`src/rtl/mips_cpu_pkg.sv`:
```
// Shared types and constants for the MIPS multicycle core PC sequencer.
//   pc_seq_state_t    : redirect-buffer state (idle / redirect pending)
//   MIPS_RESET_VECTOR : architectural boot address
//   PC_STEP           : byte distance between sequential instructions
package mips_cpu_pkg;

    typedef enum logic [0:0] {
        StIdle,
        StPending
    } pc_seq_state_t;

    localparam logic [31:0] MIPS_RESET_VECTOR = 32'hBFC00000;
    localparam int unsigned PC_STEP           = 4;

endpackage

```
`src/rtl/mips_cpu_pc_seq_if.sv`:
```
// Bus between the control FSM / branch logic (master) and the PC sequencer (slave).
//   master drives : waitrequest, advance, redirect_valid/target, flush/flush_target
//   slave drives  : pc, pc_plus4, in_delay_slot, redirect_ignored
//                   addr_err (only with MIPS_CPU_PC_ALIGN_CHECK_EN defined)
interface mips_cpu_pc_seq_if #(
    parameter int unsigned ADDR_W = 32
);
    logic              waitrequest;
    logic              advance;
    logic              redirect_valid;
    logic [ADDR_W-1:0] redirect_target;
    logic              flush;
    logic [ADDR_W-1:0] flush_target;
    logic [ADDR_W-1:0] pc;
    logic [ADDR_W-1:0] pc_plus4;
    logic              in_delay_slot;
    logic              redirect_ignored;
`ifdef MIPS_CPU_PC_ALIGN_CHECK_EN
    logic              addr_err;
`endif

    modport master (
        output waitrequest, advance, redirect_valid, redirect_target, flush, flush_target,
        input  pc, pc_plus4, in_delay_slot, redirect_ignored
`ifdef MIPS_CPU_PC_ALIGN_CHECK_EN
        , input addr_err
`endif
    );

    modport slave (
        input  waitrequest, advance, redirect_valid, redirect_target, flush, flush_target,
        output pc, pc_plus4, in_delay_slot, redirect_ignored
`ifdef MIPS_CPU_PC_ALIGN_CHECK_EN
        , output addr_err
`endif
    );

endinterface

```
`src/rtl/mips_cpu_pc_redirect_buf.sv`:
```
// Deferred-redirect buffer: holds a branch/jump target until its delay slots retire.
//   clk, reset   : clock, synchronous active-high reset
//   load_i       : capture load_tgt_i and arm DELAY_SLOTS countdown
//   step_i       : one delay-slot instruction retired
//   clear_i      : discard any pending redirect (flush)
//   pending_o    : a redirect is pending (current pc is a delay slot)
//   expire_o     : last delay slot is retiring; next pc is tgt_o
//   tgt_o        : captured target
module mips_cpu_pc_redirect_buf
    import mips_cpu_pkg::*;
#(
    parameter int unsigned ADDR_W      = 32,
    parameter int unsigned DELAY_SLOTS = 1
) (
    input  logic              clk,
    input  logic              reset,
    input  logic              load_i,
    input  logic [ADDR_W-1:0] load_tgt_i,
    input  logic              step_i,
    input  logic              clear_i,
    output logic              pending_o,
    output logic              expire_o,
    output logic [ADDR_W-1:0] tgt_o
);
    localparam logic [1:0] LoadCnt = 2'(DELAY_SLOTS);

    pc_seq_state_t     state_q, state_d;
    logic [1:0]        cnt_q, cnt_d;
    logic [ADDR_W-1:0] tgt_q, tgt_d;

    always_ff @(posedge clk) begin
        if (reset) begin
            state_q <= StIdle;
            cnt_q   <= '0;
            tgt_q   <= '0;
        end else begin
            state_q <= state_d;
            cnt_q   <= cnt_d;
            tgt_q   <= tgt_d;
        end
    end

    always_comb begin
        state_d = state_q;
        cnt_d   = cnt_q;
        tgt_d   = tgt_q;
        if (clear_i) begin
            state_d = StIdle;
            cnt_d   = '0;
        end else if (load_i) begin
            state_d = StPending;
            cnt_d   = LoadCnt;
            tgt_d   = load_tgt_i;
        end else if (step_i && state_q == StPending) begin
            if (cnt_q == 2'd1) begin
                state_d = StIdle;
                cnt_d   = '0;
            end else begin
                cnt_d = cnt_q - 2'd1;
            end
        end
    end

    assign pending_o = (state_q == StPending);
    assign expire_o  = (state_q == StPending) && (cnt_q == 2'd1);
    assign tgt_o     = tgt_q;

endmodule

```
`src/rtl/mips_cpu_pc_seq.sv`:
```
// Program-counter sequencer with branch delay slots, memory stall and flush redirect.
//   clk, reset : clock, synchronous active-high reset (pc forced to RESET_VECTOR while high)
//   bus        : mips_cpu_pc_seq_if.slave (advance/waitrequest, redirect, flush in;
//                pc, pc_plus4, in_delay_slot, redirect_ignored out)
// Optional feature macro MIPS_CPU_PC_ALIGN_CHECK_EN: loaded targets get bits [1:0]
// cleared and bus.addr_err pulses the cycle after a misaligned load.
// Priority per edge: reset > flush > accepted advance > hold.
module mips_cpu_pc_seq
    import mips_cpu_pkg::*;
#(
    parameter int unsigned ADDR_W       = 32,
    parameter logic [31:0] RESET_VECTOR = MIPS_RESET_VECTOR,
    parameter int unsigned DELAY_SLOTS  = 1
) (
    input  logic           clk,
    input  logic           reset,
    mips_cpu_pc_seq_if.slave bus
);
    localparam logic [ADDR_W-1:0] RstPc = ADDR_W'(RESET_VECTOR);

    function automatic logic [ADDR_W-1:0] fix_align(input logic [ADDR_W-1:0] a);
`ifdef MIPS_CPU_PC_ALIGN_CHECK_EN
        return {a[ADDR_W-1:2], 2'b00};
`else
        return a;
`endif
    endfunction

    logic [ADDR_W-1:0] pc_q, pc_d, pc_cur, pc_inc;
    logic              ign_q, ign_d;
    logic              adv;
    logic              buf_load, buf_step, pending, expire;
    logic [ADDR_W-1:0] tgt;
`ifdef MIPS_CPU_PC_ALIGN_CHECK_EN
    logic              err_q, err_d;
`endif

    assign adv    = bus.advance & ~bus.waitrequest;
    assign pc_cur = reset ? RstPc : pc_q;
    assign pc_inc = pc_cur + ADDR_W'(PC_STEP);

    mips_cpu_pc_redirect_buf #(
        .ADDR_W      (ADDR_W),
        .DELAY_SLOTS (DELAY_SLOTS)
    ) u_redirect_buf (
        .clk        (clk),
        .reset      (reset),
        .load_i     (buf_load),
        .load_tgt_i (fix_align(bus.redirect_target)),
        .step_i     (buf_step),
        .clear_i    (bus.flush),
        .pending_o  (pending),
        .expire_o   (expire),
        .tgt_o      (tgt)
    );

    always_comb begin
        pc_d     = pc_q;
        ign_d    = 1'b0;
        buf_load = 1'b0;
        buf_step = 1'b0;
`ifdef MIPS_CPU_PC_ALIGN_CHECK_EN
        err_d    = 1'b0;
`endif
        if (bus.flush) begin
            pc_d = fix_align(bus.flush_target);
`ifdef MIPS_CPU_PC_ALIGN_CHECK_EN
            err_d = (bus.flush_target[1:0] != 2'b00);
`endif
        end else if (adv) begin
            if (pending) begin
                buf_step = 1'b1;
                pc_d     = expire ? tgt : pc_inc;
                // A second redirect inside the delay window is dropped.
                ign_d    = bus.redirect_valid;
            end else if (bus.redirect_valid) begin
                if (DELAY_SLOTS == 0) begin
                    pc_d = fix_align(bus.redirect_target);
                end else begin
                    pc_d     = pc_inc;
                    buf_load = 1'b1;
                end
`ifdef MIPS_CPU_PC_ALIGN_CHECK_EN
                err_d = (bus.redirect_target[1:0] != 2'b00);
`endif
            end else begin
                pc_d = pc_inc;
            end
        end
    end

    always_ff @(posedge clk) begin
        if (reset) begin
            pc_q  <= RstPc;
            ign_q <= 1'b0;
`ifdef MIPS_CPU_PC_ALIGN_CHECK_EN
            err_q <= 1'b0;
`endif
        end else begin
            pc_q  <= pc_d;
            ign_q <= ign_d;
`ifdef MIPS_CPU_PC_ALIGN_CHECK_EN
            err_q <= err_d;
`endif
        end
    end

    assign bus.pc               = pc_cur;
    assign bus.pc_plus4         = pc_inc;
    assign bus.in_delay_slot    = pending;
    assign bus.redirect_ignored = ign_q;
`ifdef MIPS_CPU_PC_ALIGN_CHECK_EN
    assign bus.addr_err         = err_q;
`endif

endmodule

```
`src/flat_wrapper.sv`:
```
// flat-port wrapper written by rule: the top's interface ports become plain ports
module mips_cpu_pc_seq_flat import mips_cpu_pkg::*;
#(
    parameter int unsigned ADDR_W       = 32,
    parameter logic [31:0] RESET_VECTOR = MIPS_RESET_VECTOR,
    parameter int unsigned DELAY_SLOTS  = 1
)
  (clk, reset, bus_waitrequest, bus_advance, bus_redirect_valid, bus_redirect_target, bus_flush, bus_flush_target, bus_pc, bus_pc_plus4, bus_in_delay_slot, bus_redirect_ignored);
  mips_cpu_pc_seq_if #(.ADDR_W(ADDR_W)) bus_i ();
  input  logic clk;
  input  logic reset;
  input wire logic [$bits(bus_i.waitrequest)-1:0] bus_waitrequest;
  input wire logic [$bits(bus_i.advance)-1:0] bus_advance;
  input wire logic [$bits(bus_i.redirect_valid)-1:0] bus_redirect_valid;
  input wire logic [$bits(bus_i.redirect_target)-1:0] bus_redirect_target;
  input wire logic [$bits(bus_i.flush)-1:0] bus_flush;
  input wire logic [$bits(bus_i.flush_target)-1:0] bus_flush_target;
  output wire logic [$bits(bus_i.pc)-1:0] bus_pc;
  output wire logic [$bits(bus_i.pc_plus4)-1:0] bus_pc_plus4;
  output wire logic [$bits(bus_i.in_delay_slot)-1:0] bus_in_delay_slot;
  output wire logic [$bits(bus_i.redirect_ignored)-1:0] bus_redirect_ignored;
  assign bus_i.waitrequest = bus_waitrequest;
  assign bus_i.advance = bus_advance;
  assign bus_i.redirect_valid = bus_redirect_valid;
  assign bus_i.redirect_target = bus_redirect_target;
  assign bus_i.flush = bus_flush;
  assign bus_i.flush_target = bus_flush_target;
  assign bus_pc = bus_i.pc;
  assign bus_pc_plus4 = bus_i.pc_plus4;
  assign bus_in_delay_slot = bus_i.in_delay_slot;
  assign bus_redirect_ignored = bus_i.redirect_ignored;
  mips_cpu_pc_seq #(.ADDR_W(ADDR_W), .RESET_VECTOR(RESET_VECTOR), .DELAY_SLOTS(DELAY_SLOTS)) u_core (.clk(clk), .reset(reset), .bus(bus_i));
endmodule
```
`config.mk`:
```
export PLATFORM = sky130hd
export DESIGN_NAME = mips_cpu_pc_seq_flat
export DESIGN_NICKNAME = d
export VERILOG_FILES = /design/src/rtl/mips_cpu_pkg.sv /design/src/rtl/mips_cpu_pc_seq_if.sv /design/src/rtl/mips_cpu_pc_redirect_buf.sv /design/src/rtl/mips_cpu_pc_seq.sv /design/src/flat_wrapper.sv
export SDC_FILE = /design/constraint.sdc
export NUM_CORES = 1
export LEC_CHECK = 0
export ABC_AREA = 1
export BUFFER_PORTS_ARGS = -buffer_cell sky130_fd_sc_hd__buf_4
export CELL_PAD_IN_SITES_DETAIL_PLACEMENT = 0
export CELL_PAD_IN_SITES_GLOBAL_PLACEMENT = 1
export CORE_MARGIN = 3
export CORE_UTILIZATION = 35
export CTS_CLUSTER_SIZE = 24
export DETAILED_ROUTE_END_ITERATION = 8
export HOLD_SLACK_MARGIN = 0.08
export PLACE_DENSITY_LB_ADDON = 0.1
export SETUP_SLACK_MARGIN = 0.4
export SYNTH_ARGS = -nofsm -noshare
export SYNTH_HDL_FRONTEND = slang
export SYNTH_SLANG_ARGS = --single-unit
```
`constraint.sdc`:
```
create_clock -name clk -period 2.5 [get_ports clk]
set_input_delay 0.25 -clock clk [delete_from_list [all_inputs] [get_ports clk]]
set_output_delay 0.25 -clock clk [all_outputs]
set_load 0.02 [all_outputs]
```
* After elaboration in Yosys (flattened, before gate mapping)
Index checks and enable logic that the tools add are counted.
Word-level totals: input port bits 70, register bits after elaboration 68, output and inout bits 66, word-level logic and storage cells 42
Cells by class: equal/unequal tests 1, bitwise logic cells 5, reductions and logical operators 10, $add $sub $neg 2, mux-type cells 18
Operators by type and width (count):
- $mux 32 | 5
- $add 32x3->32 const B | 1
- $mux 1 | 12
- $reduce_bool 2->1 | 3
- $not 1->1 | 4
- $reduce_and 2->1 | 2
- $reduce_or 4->1 | 1
- $reduce_or 3->1 | 1
- $eq 2x1->1 const B | 1
- $logic_and 1x1->1 | 2
- $mux 2 | 1
- $reduce_or 2->1 | 1
- $sub 2x1->2 const B | 1
- $and 1x1->1 | 1

* Depth between registers and ports, before layout
Gate-level depths: netlist (run 1).
depth after elaboration 7, gate-level depth with buffers 16, gate-level depth less buffers 13

* Hierarchy
A second synthesis (run 1) with hierarchy kept.
Unflattened totals: cell total of the unflattened synthesis 710, area total of the unflattened synthesis 4310.4 um^2
Modules (own cells, without submodules):
- mips_cpu_pc_seq | times used 1, cells an instance 544, seq. area each 660.6 um^2, area an instance 3037.9 um^2
- mips_cpu_pc_redirect_buf | times used 1, cells an instance 166, seq. area each 700.7 um^2, area an instance 1272.5 um^2

* Worst setup path after synthesis (run 1)
No wires, ideal clock.
path type in2reg, start point input reset, end point register u_core.pc_q[18], stages on the path 14, arrival 2.048 ns, buffers on the path 3, path slack 0.320 ns, library setup time 0.132 ns, required time 2.368 ns, cells stage by stage inv_4 buf_6 buf_6 buf_4 nand2_1 inv_1 ha_1 nand3_2 nor2_2 nand2_1 nand2_1 nand2_1 o21ai_1 a21oi_1
Between the ends: cells in the longest elaborated chain, start to end 6
RTL lines:
- start: declaration | line flat_wrapper.sv:11 | input logic reset;
- $mux 32 * | line mips_cpu_pc_seq.sv:39 | assign pc_cur = reset ? RstPc : pc_q;
- via bus_pc[3] | line flat_wrapper.sv:18 | output wire logic [$bits(bus_i.pc)-1:0] bus_pc;
- $add 32x3->32 * | line mips_cpu_pc_seq.sv:40 | assign pc_inc = pc_cur + ADDR_W'(PC_STEP);
- via bus_pc_plus4[18] | line flat_wrapper.sv:19 | output wire logic [$bits(bus_i.pc_plus4)-1:0] bus_pc_plus4;
- $mux 32 | line mips_cpu_pc_seq.sv:73 | pc_d = expire ? tgt : pc_inc;
- $mux 32 * | line mips_cpu_pc_seq.sv:71 | if (pending) begin
- $mux 32 * | line mips_cpu_pc_seq.sv:70 | end else if (adv) begin
- $mux 32 * | line mips_cpu_pc_seq.sv:65 | if (bus.flush) begin
- end signal: assignment | line mips_cpu_pc_seq.sv:94 | pc_q <= RstPc;
- end signal: assignment | line mips_cpu_pc_seq.sv:100 | pc_q <= pc_d;
- end: declaration | line mips_cpu_pc_seq.sv:29 | logic [ADDR_W-1:0] pc_q, pc_d, pc_cur, pc_inc;
The timed path passes the listed nets; every way through them passes the cells marked *. The select of a mux whose other input is x is not followed. A chain may end at the register's enable or synchronous reset.

* Worst setup path after layout (run 1)
start point register u_core.pc_q[3], end point output bus_pc_plus4[18]
Between the ends: cells in the longest elaborated chain, start to end 2
RTL lines (line):
- $mux 32 | mips_cpu_pc_seq.sv:39
- $add 32x3->32 | mips_cpu_pc_seq.sv:40
- end: declaration | flat_wrapper.sv:19
Every way passes these cells.

==> impl_results.md, run 1 <==
- Status: completed
- Die width: about 120 um
- Minimum clock period: just over 2 ns
- Final Hold Fails: 0
- Worst Path Max Fanout: 6
- Leading area contributor after synthesis: dfxtp_1
- Post-Route WL: ~16,000 um
- Starting Density: approximately 36%
- N_diodes: 0
- Layout cells sized above 1: 32.7%
- Seq pwr share: 40.5%
- Max Cap Viol: 0
- Sw power: 0.000857 W
- First-pass GRT wire length: between 20,000 and 30,000 um
- Post-route ant nets: 0
- Detailed Route Iter0 Violations: 230
- Number of remaining DRC errors: 0
- Filler Cells Inserted: approximately 1,300
- Synth warnings: 0
- Switching share of power: 29.3%
- Core footprint: roughly 12,000 um^2
- Clock buffer depth: 2
- CTS Hold Bufs: 0
- FFs w/ async S/R, synth: 0%
- Worst Skew: about 0.0087 ns
- Period Utilization, post-route: roughly four fifths
- Clk_lat worst skew: around 0.34 ns
- Register Area: between 1000 and 1500 um^2
- Clock power share: 40.1%
- Syn_area_per_cell: 6.22 um^2
- Leakage: 3.00 nW
- Clk slew on worst S/H paths: around 0.06 ns
- Comb pwr share: between 10% and 20%
- TritonCTS clock tree: done
- Post-synthesis sequential area ratio: a little under a third
- Internal power of the cells: 0.00207 W
- GRT Overall Usage: between 20% and 30%
- Final Setup Violations: 0
- Synth Cell Area: between 4000 and 5000 um^2
- Hold Crit Class: input port to flip-flop
- Post-DP HPWL: around 12,000 um
- Routed vias/inst: just under 5
- Worst-Margin Slew: 0.713 ns
- Max Fclk: 488 MHz
- Row Count: 40
- CP Class: flip-flop to output pin
- Pins Over Slew Limit: 0
- Fin nets: 915
- Number of buffers created by CTS: 9
- Synth Net Count: 771
- Antenna violations before repair: 0
- Critical Path AT: about 1.8 ns
- Register bit total from synthesis: 68
- Mapped Cells: 699
- Hold slack: roughly 0.13 ns
- Port bufs: about 140
- PD cells: between 400 and 500 nW/um^2
- Avg WL per Cell: around 16 um
- Top Ports: about 140
- Maximum VDD drop: approximately 0.00029 V
- Clock root buffer: clkbuf_16
- Die Y: 117 um
- Number of global-route vias before repair: 4,781
- H-tree depth: 3
- Synth cell count leaders: nand2_1 (155), nor2_1 (121), inv_1 (92)
- Crit end category: output pin
- Req. time, crit path: between 2 and 2.5 ns
- RSZ-0062 raised after global routing: yes
- Normalized max-slew margin: 52.4%
- Die area: roughly 14,000 um^2
- Setup TNS: 0 ns
- Top-count cell post-synth: nand2_1
- Top cells by area, synth: dfxtp_1 (31%), nand2_1 (13%), nor2_1 (10%)
- Grt ovf: 0
- Synth Flop Type: dfxtp_1
- Syn-to-layout area delta: 42.6%
- Post-synth top area share: approximately 31%
- CP startpoint kind: flip-flop
- Maximum number of pins on one net before global-route repair: 36
- CTS Sinks: between 60 and 70
- Area of the multi-input gates: between 2000 and 3000 um^2
- Post-synth EDFFs: 0
- DR vias: 4,901
- First drt pass iteration count: 4
- Power Total: roughly 0.003 W
- Routability Congestion: approximately 0.86
- Library cells used by synthesis: 39
==> final timing paths <==
kind                                                       from                              end  slack, ns  cells after the start
worst min register to register  u_core.u_redirect_buf.tgt_o[27]  u_core.u_redirect_buf.tgt_o[27]       0.45                      2
worst max register to register   u_core.u_redirect_buf.cnt_q[0]                   u_core.pc_q[1]       0.71                      7
worst max-delay path                             u_core.pc_q[3]                 bus_pc_plus4[18]       0.45                      9
worst min-delay path                     bus_redirect_target[6]   u_core.u_redirect_buf.tgt_o[6]       0.13                      3
==> stage by stage <==
stage | cells | utilization, % | setup slack [ns] | area, um^2
global placement | 981 | 45.6 | 0.281 | 5500
CTS | 1002 | 49.1 | 0.369 | 5920
global route | 1014 | 51.4 | 0.369 | 6200
floorplan | 699 | - | 0.407 | 4360
finish | 1014 | 51.4 | 0.450 | 6200
detailed placement | 981 | 45.6 | 0.293 | 5500
==> routing by layer <==
metal	wire [um]	vias to the layer above	global-route usage, %	share of wire, %
li1	-	2513	-	-
met1	7230	2254	30.4	45
met2	7850	116	38.3	49
met3	683	18	3.80	4.2
met4	336	0	7.91	2.1
met5	0	-	0	0
==> area by class of cell <==
class | count | area share [%]
clock buffer | 12 | 3.98
clock inverter | 2 | 0.202
inverter | 94 | 5.81
multi-input combinational | 502 | 42.8
sequential | 68 | 22.3
tap | 168 | 3.39
timing repair buffer | 168 | 21.5
==> registers in the layout (all words and copies together) (netlist names) <==
name and count:
u_core.bus.redirect_ignored 1, u_core.pc_q 32, u_core.u_redirect_buf.cnt_q 2, u_core.u_redirect_buf.pending_o 1
u_core.u_redirect_buf.tgt_o 32
==> worst max-delay path: stages (launching register included) <==
cell and delay (ns):
dfxtp_2 0.35, nand2_2 0.07, inv_2 0.08, ha_4 0.17, nand3_4 0.14, nor2_4 0.24, buf_6 0.13, nand3b_1 0.08
nand2_2 0.09, buf_6 0.12
==> placed cells by master (no fill, tap or decap), drive strengths merged <==
master,count
dfxtp,68
inv,94
o21a,2
buf,167
nand4,5
nor4,3
nand2,163
o21ai,58
a22oi,9
clkbuf,13
ha,2
and2,3
nor2,139
clkinv,1
clkinvlp,1
o211ai,6
nor3,3
a21oi,47
nand3b,2
a22o,5
a31oi,2
o22ai,3
xor2,7
nand3,41
o32ai,1
a21o,1
==> power by group through the flow <==
| stage | clock [W] | combinational, W | sequential, W |
|---|---|---|---|
| floorplan | 0 | 0.000309 | 0.00119 |
| global placement | 0 | 0.000533 | 0.00120 |
| detailed placement | 0 | 0.000536 | 0.00120 |
| CTS | 0.00120 | 0.000555 | 0.00118 |
| global route | 0.00125 | 0.000626 | 0.00119 |
| finish | 0.00117 | 0.000570 | 0.00119 |
==> cells by family after synthesis <==
family	count (synthesis)	synth area share [%]
compound gates	134	17.1
buf+inv	129	12.8
simple gates	359	36.7
fa+ha+maj	2	0.575
xor+xnor	7	1.41
flops	68	31.3
==> what timing repair did <==
action,4_1_cts,5_1_grt
cloned,1,1
endpoints found under the setup margin,21,24
buffers inserted,6,11
resized for setup,25,58
pin swaps,9,19
(Power assumes the default switching activity.)
==> run 2: changes to the inputs <==
- clock period: 2.5 -> 2.05 ns (I/O delays scaled with it)
==> run 2 against run 1 <==
Sequential share of layout area down 1.7 points. Wire length up 5.8%. Global-route usage up 0.75 points. Non-clock buffer count up 29. Setup slack worse by 0.43 ns. Clock power up 36%. Total power up 29%. Die area unchanged. Count of clock-buffer cells in the layout down 1. Combinational power up 31%. Final area up 10%. Clock skew down 0.0018 ns. Critical endpoint is now bus_pc_plus4[24].
==> impl_results.md, run 2 (synthesized netlist as in run 1, its figures left out) <==
- Status: completed
- Core footprint: between 10,000 and 15,000 um^2
- Row Count: 40
- DR vias: about 5,000
- Commonest cells after routing, fill and taps aside: buf_4 (165), nand2_1 (115), nor2_1 (100)
- PD cells: between 500 and 600 nW/um^2
- Final worst setup slack: ~0.02 ns
- Clk_lat worst skew: between 0.3 and 0.4 ns
- Worst Path Max Fanout: 5
- Post-Route WL: roughly 17,000 um
- N_diodes: 0
- Final Setup Violations: 0
- Post-Place Cells: 985
- Period Utilization, post-route: between 90% and 100%
- Clk slew on worst S/H paths: roughly 0.060 ns
- Die width: 117 um
- Final Hold Fails: 0
- Worst Skew: between 0.006 and 0.007 ns
- Avg WL per Cell: roughly 16 um
- Dpl ws: 0.0877 ns
- Post-DP HPWL: ~12,000 um
- Normalized max-slew margin: 66.5%
- WP depth: 10
- Crit path max-delay family: simple AND/OR/NAND/NOR gates
- Port bufs: 135
- Slowest-stage cell, CP: dfxtp_2
- TritonCTS clock tree: done
- Pins Over Slew Limit: 0
- Antenna violations before repair: 0
- Die Y: 117 um
- RSZ-0062 raised after global routing: yes
- Slowest stage delay, CP: between 0.3 and 0.4 ns
- First drt pass iteration count: 5
- Worst-Margin Slew: around 0.5 ns
- CTS Sinks: just under 70
- Finished Core Util: 56.6%
- Filler Cells Inserted: about 1,200
- CP Class: flip-flop to output pin
- Syn-to-layout area delta: 57.0%
- Post-route ant nets: 0
- Top Ports: 136
- Die area: about 14,000 um^2
- Grt ovf: 0
- Area of the multi-input gates: 2900 um^2
- First-pass GRT wire length: 26,000 um
- Hold Crit Class: input port to flip-flop
- Number of global-route vias before repair: approximately 4,800
- GRT Overall Usage: 23.8%
- Commonest non-fill, non-tap cell in the layout: buf_4
- Crit end category: output pin
- Depth of the worst register-to-register path: 12
- Req. time, crit path: between 1.5 and 2 ns
- Critical Path Start: u_core.pc_q[2]
- Setup crit end: bus_pc_plus4[24]
- Layout cells sized above 1: a little over two fifths
- Hold path depth: 3
- Non-filler cells, final: 1,044
- Starting Density: a little over a third
- Routability Congestion: just over 0.9
- Reg-to-reg setup timing slack: 0.30 ns
- Number of remaining DRC errors: 0
- Cells along the critical path: nand2_2 -> inv_2 -> ha_4 -> nand3_4 -> nor2_4 -> buf_4 -> nand2_1 -> nand2_1 -> nand2_2 -> buf_6
- Critical Path AT: between 1.5 and 2 ns
- Number of buffers created by CTS: 9
- Leakage: ~3.2 nW
- CP startpoint kind: flip-flop
- Detailed Route Iter0 Violations: 364
- Register Area: approximately 1400 um^2
- Clock buffer depth: 2
- Routed vias/inst: 4.93
- Max Cap Viol: 0
- FF-to-FF Start: u_core.pc_q[2]
- Worst reg2reg path endpoint: u_core.pc_q[24]
- Hold slack: 0.0915 ns
- Max Fclk: 493 MHz
- CP Buf/Inv Count: 3
- H-tree depth: 3
- Clock root buffer: clkbuf_16
- Minimum clock period: between 2 and 2.5 ns
- Maximum number of pins on one net before global-route repair: 39
- Maximum VDD drop: ~0.0004 V
- Fin nets: about 940
==> run 2: cell types whose count changed in the layout (fill, tap and decap cells not counted), moves of 5 or more <==
| cell | previous run | this run |
|---|---|---|
| nand2_1 | 142 | 115 |
| nand2_2 | 17 | 39 |
| buf_6 | 6 | 25 |
| dfxtp_4 | 2 | 10 |
| inv_1 | 87 | 80 |
| buf_4 | 159 | 165 |
| nor2_4 | 16 | 22 |
| o21ai_2 | 0 | 6 |
| nand2_4 | 3 | 8 |
| nand3_1 | 28 | 23 |
| o21ai_1 | 13 | 8 |
==> run 2: area by class of cell <==
class / count / share of cell area (%)
Clock inverter: 4 / 0.733
Tap cell: 168 / 3.08
Clock buffer: 11 / 3.56
Multi-Input combinational cell: 502 / 42.5
Sequential cell: 68 / 20.7
Timing Repair Buffer: 197 / 23.8
Inverter: 94 / 5.64
==> run 2: worst register-to-register path, stage by stage (launching register included) <==
cell	delay [ns]
dfxtp_2	0.35
nand2_2	0.07
inv_2	0.09
ha_4	0.18
nand3_4	0.13
nor2_4	0.18
buf_4	0.13
nand2_1	0.05
nand2_1	0.08
nand2_2	0.09
buf_4	0.14
o21ai_1	0.10
nand2_1	0.06
==> run 2: worst min path at each step <==
stage,from,to,slack (ns)
floorplan,bus_redirect_target[0],u_core.u_redirect_buf.tgt_o[0],0.34
global placement,bus_redirect_target[11],u_core.u_redirect_buf.tgt_o[11],0.43
detailed placement,bus_redirect_target[4],u_core.u_redirect_buf.tgt_o[4],0.43
global route,bus_redirect_target[15],u_core.u_redirect_buf.tgt_o[15],0.1
finish,bus_redirect_target[0],u_core.u_redirect_buf.tgt_o[0],0.09
CTS,bus_redirect_target[15],u_core.u_redirect_buf.tgt_o[15],0.08
==> run 2: timing repair <==
action / CTS / global route
resized for setup: 95 / 75
hold endpoints to repair: 4 / 0
hold buffers: 4 / 0
buffers inserted: 19 / 20
cloned: 0 / 1
setup endpoints to repair: 41 / 44
pin swaps: 33 / 50
==> run 2: where the power goes <==
part	internal [W]	leakage, nW	switching [W]	total, W
sequential	0.00139	0.567	0.0000563	0.00144
clock	0.000967	0.138	0.000623	0.00159
combinational	0.000323	2.53	0.000424	0.000747
total	0.00268	3.24	0.00110	0.00378
==> run 2: metrics by stage <==
stage	instance area [um^2]	setup TNS (ns)	total power [W]
after floorplan	4460	0	0.00184
after global placement	5620	0	0.00214
after detailed placement	5620	0	0.00214
after CTS	6380	0	0.00377
after global routing	6830	-0.212	0.00394
final	6830	0	0.00378
==> run 2: routing by layer <==
metal / share of wire [%] / global-route usage, %
met5: 0 / 0
met4: 1.5 / 6.08
met3: 6.6 / 5.14
met2: 45 / 36.3
met1: 47 / 34.1
==> run 3: changes to the inputs <==
- SYNTH_HIERARCHICAL: unset -> 1
==> run 3 against run 2 <==
The run now ends with setup timing left. Final cell count fell by 1.7%. Die area down 0.82%. Global-route usage rose by 0.35 points. Highest routed layer unchanged.
==> impl_results.md, run 3 <==
- Status: finished, violations left
- Failing checks: setup timing
- Max Fclk: about 480 MHz
- Routability Congestion: a little over 0.9
- Synth cell count leaders: nand2_1 (162), nor2_1 (161), inv_1 (77)
- Clock buffer depth: 2
- Final Hold Fails: 0
- Top cells by area, synth: dfxtp_1 (32%), nand2_1 (14%), nor2_1 (14%)
- Xor-xnor portion of the synthesized cell area: under 10%
- First-pass GRT wire length: 25,200 um
- PD cells: about 540 nW/um^2
- Depth of the worst register-to-register path: 15
- CP Buf/Inv Count: 5
- Synth Flop Type: dfxtp_1
- FF-to-FF Start: u_core/pc_q[2]
- Antenna violations before repair: 0
- Minimum clock period: about 2.1 ns
- Crit path max-delay family: buffers and inverters
- Syn_area_per_cell: about 6.1 um^2
- Post-Synth Adder-Cell Area: less than 1%
- CTS Sinks: 68
- Leading area contributor after synthesis: dfxtp_1
- Critical Path Start: u_core/pc_q[2]
- Pins Over Slew Limit: 0
- Top Ports: around 140
- Slowest stage delay, CP: around 0.37 ns
- First drt pass iteration count: 4
- Post-synth EDFFs: 0
- Simple-Gate Fraction of Synth Area: 40.0%
- N_diodes: 0
- Top-count cell post-synth: nand2_1
- Clk slew on worst S/H paths: about 0.060 ns
- Critical path's most frequent cell: buf_6
- Number of global-route vias before repair: just under 5,000
- Commonest cells after routing, fill and taps aside: buf_4 (170), nor2_1 (145), nand2_1 (135)
- Cells along the critical path: nand2_8 -> inv_8 -> ha_4 -> nand2_2 -> nor2_4 -> nand2_4 -> buf_4 -> buf_6 -> xor2_4 -> inv_2 -> buf_6
- Synth Net Count: 782
- Maximum VDD drop: around 0.0004 V
- Detailed Route Iter0 Violations: between 200 and 300
- Die area: around 14,000 um^2
- Clk_lat worst skew: around 0.34 ns
- Post-DP HPWL: between 10,000 and 15,000 um
- Fin nets: 951
- WP depth: 11
- Normalized max-slew margin: between 70% and 80%
- Placed standard-cell area: ~5600 um^2
- Filler Cells Inserted: between 1,000 and 1,500
- Post-route ant nets: 0
- Layout cells sized above 1: slightly below 40%
- Hold wc startpoint: bus_flush_target[27]
- H-tree depth: 3
- Post-Route WL: around 17,000 um
- Hold path depth: 3
- Die Y: approximately 120 um
- DR WL met2: 7970 um
- Synth Cell Area: ~4300 um^2
- Final Setup Violations: 5
- Dpl ws: just over 0.06 ns
- Largest family of logic cells by synthesized area: simple AND/OR/NAND/NOR gates
- WL met1: 7540 um
- Syn-to-layout area delta: 53.7%
- Worst Skew: just over 0.006 ns
- Crit end category: output pin
- CP Class: flip-flop to output pin
- Met3 wire len: 971 um
- Core footprint: approximately 12,000 um^2
- Period Utilization, post-route: 102%
- Post-synth top area share: around a third
- FFs w/ async S/R, synth: 0%
- Synth Area in Compound Gates: between 10 and 15%
- Max Cap Viol: 0
- Register bit total from synthesis: a little under 70
- Mapped Cells: 710
- Grt ovf: 0
- Final instance area: 6630 um^2
- Die width: about 120 um
- RSZ-0062 raised after global routing: yes
- DR vias: approximately 5,000
- GRT Overall Usage: between 20% and 30%
- Number of remaining DRC errors: 0
- Port bufs: ~140
- Leakage: around 3.3 nW
- Final worst setup slack: -0.0335 ns
- Avg WL per Cell: approximately 16 um
- Worst Path Max Fanout: 3
- Worst-Margin Slew: 0.415 ns
- Post-synthesis sequential area ratio: a little under a third
- Routed vias/inst: between 4 and 5
- Library cells used by synthesis: 40
- CP startpoint kind: flip-flop
- Setup TNS: -0.0773 ns
- Commonest non-fill, non-tap cell in the layout: buf_4
- Maximum number of pins on one net before global-route repair: 50
- Number of buffers created by CTS: 9
- Clock root buffer: clkbuf_16
- Synth warnings: 6
- Row Count: 39
- Critical Path AT: 1.88 ns
- Starting Density: between 30% and 40%
- Slowest-stage cell, CP: dfxtp_4
- TritonCTS clock tree: done
- Top sig layer: met4
- Mux share of post-synthesis cell area: 0%
- Req. time, crit path: around 1.9 ns
- Hold Crit Class: input port to flip-flop
[run 3: cell types whose count changed in the layout (fill, tap and decap cells not counted), moves of 5 or more]
cell	before	now
nand2_1	115	135
buf_4	165	170
nand2_2	39	27
nor2_2	17	10
o21ai_0	44	31
inv_1	80	60
buf_6	25	17
a21oi_1	44	17
o21ai_1	8	27
inv_2	8	19
nor2_1	100	145
nand3_1	23	29
[run 3: worst min-delay path: stages]
cell and delay, ns:
buf_4 0.08, a22oi_1 0.07, nand2_1 0.06
[run 3: worst paths after layout]
path	slack (ns)	endpoint
worst min-delay path	0.09	u_core/pc_q[27]
worst min register to register	0.46	u_core/u_redirect_buf/cnt_q[1]
worst max-delay path	-0.03	bus_pc_plus4[8]
worst max register to register	0.28	u_core/pc_q[20]
[run 3: stage by stage]
stage	utilization [%]	hold WS, ns	std cells	total power (W)
after floorplan	-	0.353	710	0.00183
after global placement	47.7	0.440	974	0.00212
after detailed placement	47.7	0.444	974	0.00212
after CTS	55.0	0.0811	1015	0.00363
after global routing	56.6	0.0894	1026	0.00377
final	56.6	0.0937	1026	0.00360
[run 3: cell families (layout without fill, tap and decap cells)]
group                    Yosys count  in the layout
adder cells (fa/ha/maj)            2              2
flip-flops                        68             68
AND/OR/NAND/NOR                  400            401
AO/OA/AOI/OAI                    111            111
buffers and inverters            122            294
XOR/XNOR                           7              7
[run 3: power by group]
group          switching, W  internal [W]
clock              0.000594      0.000842
combinational      0.000410      0.000320
sequential        0.0000535       0.00138
total               0.00106       0.00254
[run 3: final cells by class]
class                           instances  area (um^2)  share of cell area [%]
Sequential cell                        68         1410                    21.3
Clock buffer                           11          243                    3.66
Timing Repair Buffer                  189         1510                    22.8
Tap cell                              143          179                    2.70
Clock inverter                          4         26.3                   0.397
Multi-Input combinational cell        521         2860                    43.2
Inverter                               90          393                    5.93
[run 3: repair_timing]
item	CTS	global route
pin swaps	32	16
resized for setup	114	33
buffers inserted	26	9
hold endpoints to repair	0	0
setup endpoints to repair	50	88
hold buffers	0	0
gates cloned	0	2
[run 3: per-layer routing]
metal,up-vias,global-route usage (%)
met5,-,0
met4,0,6.35
met3,14,4.63
met2,128,39.9
met1,2349,32.3
li1,2572,-
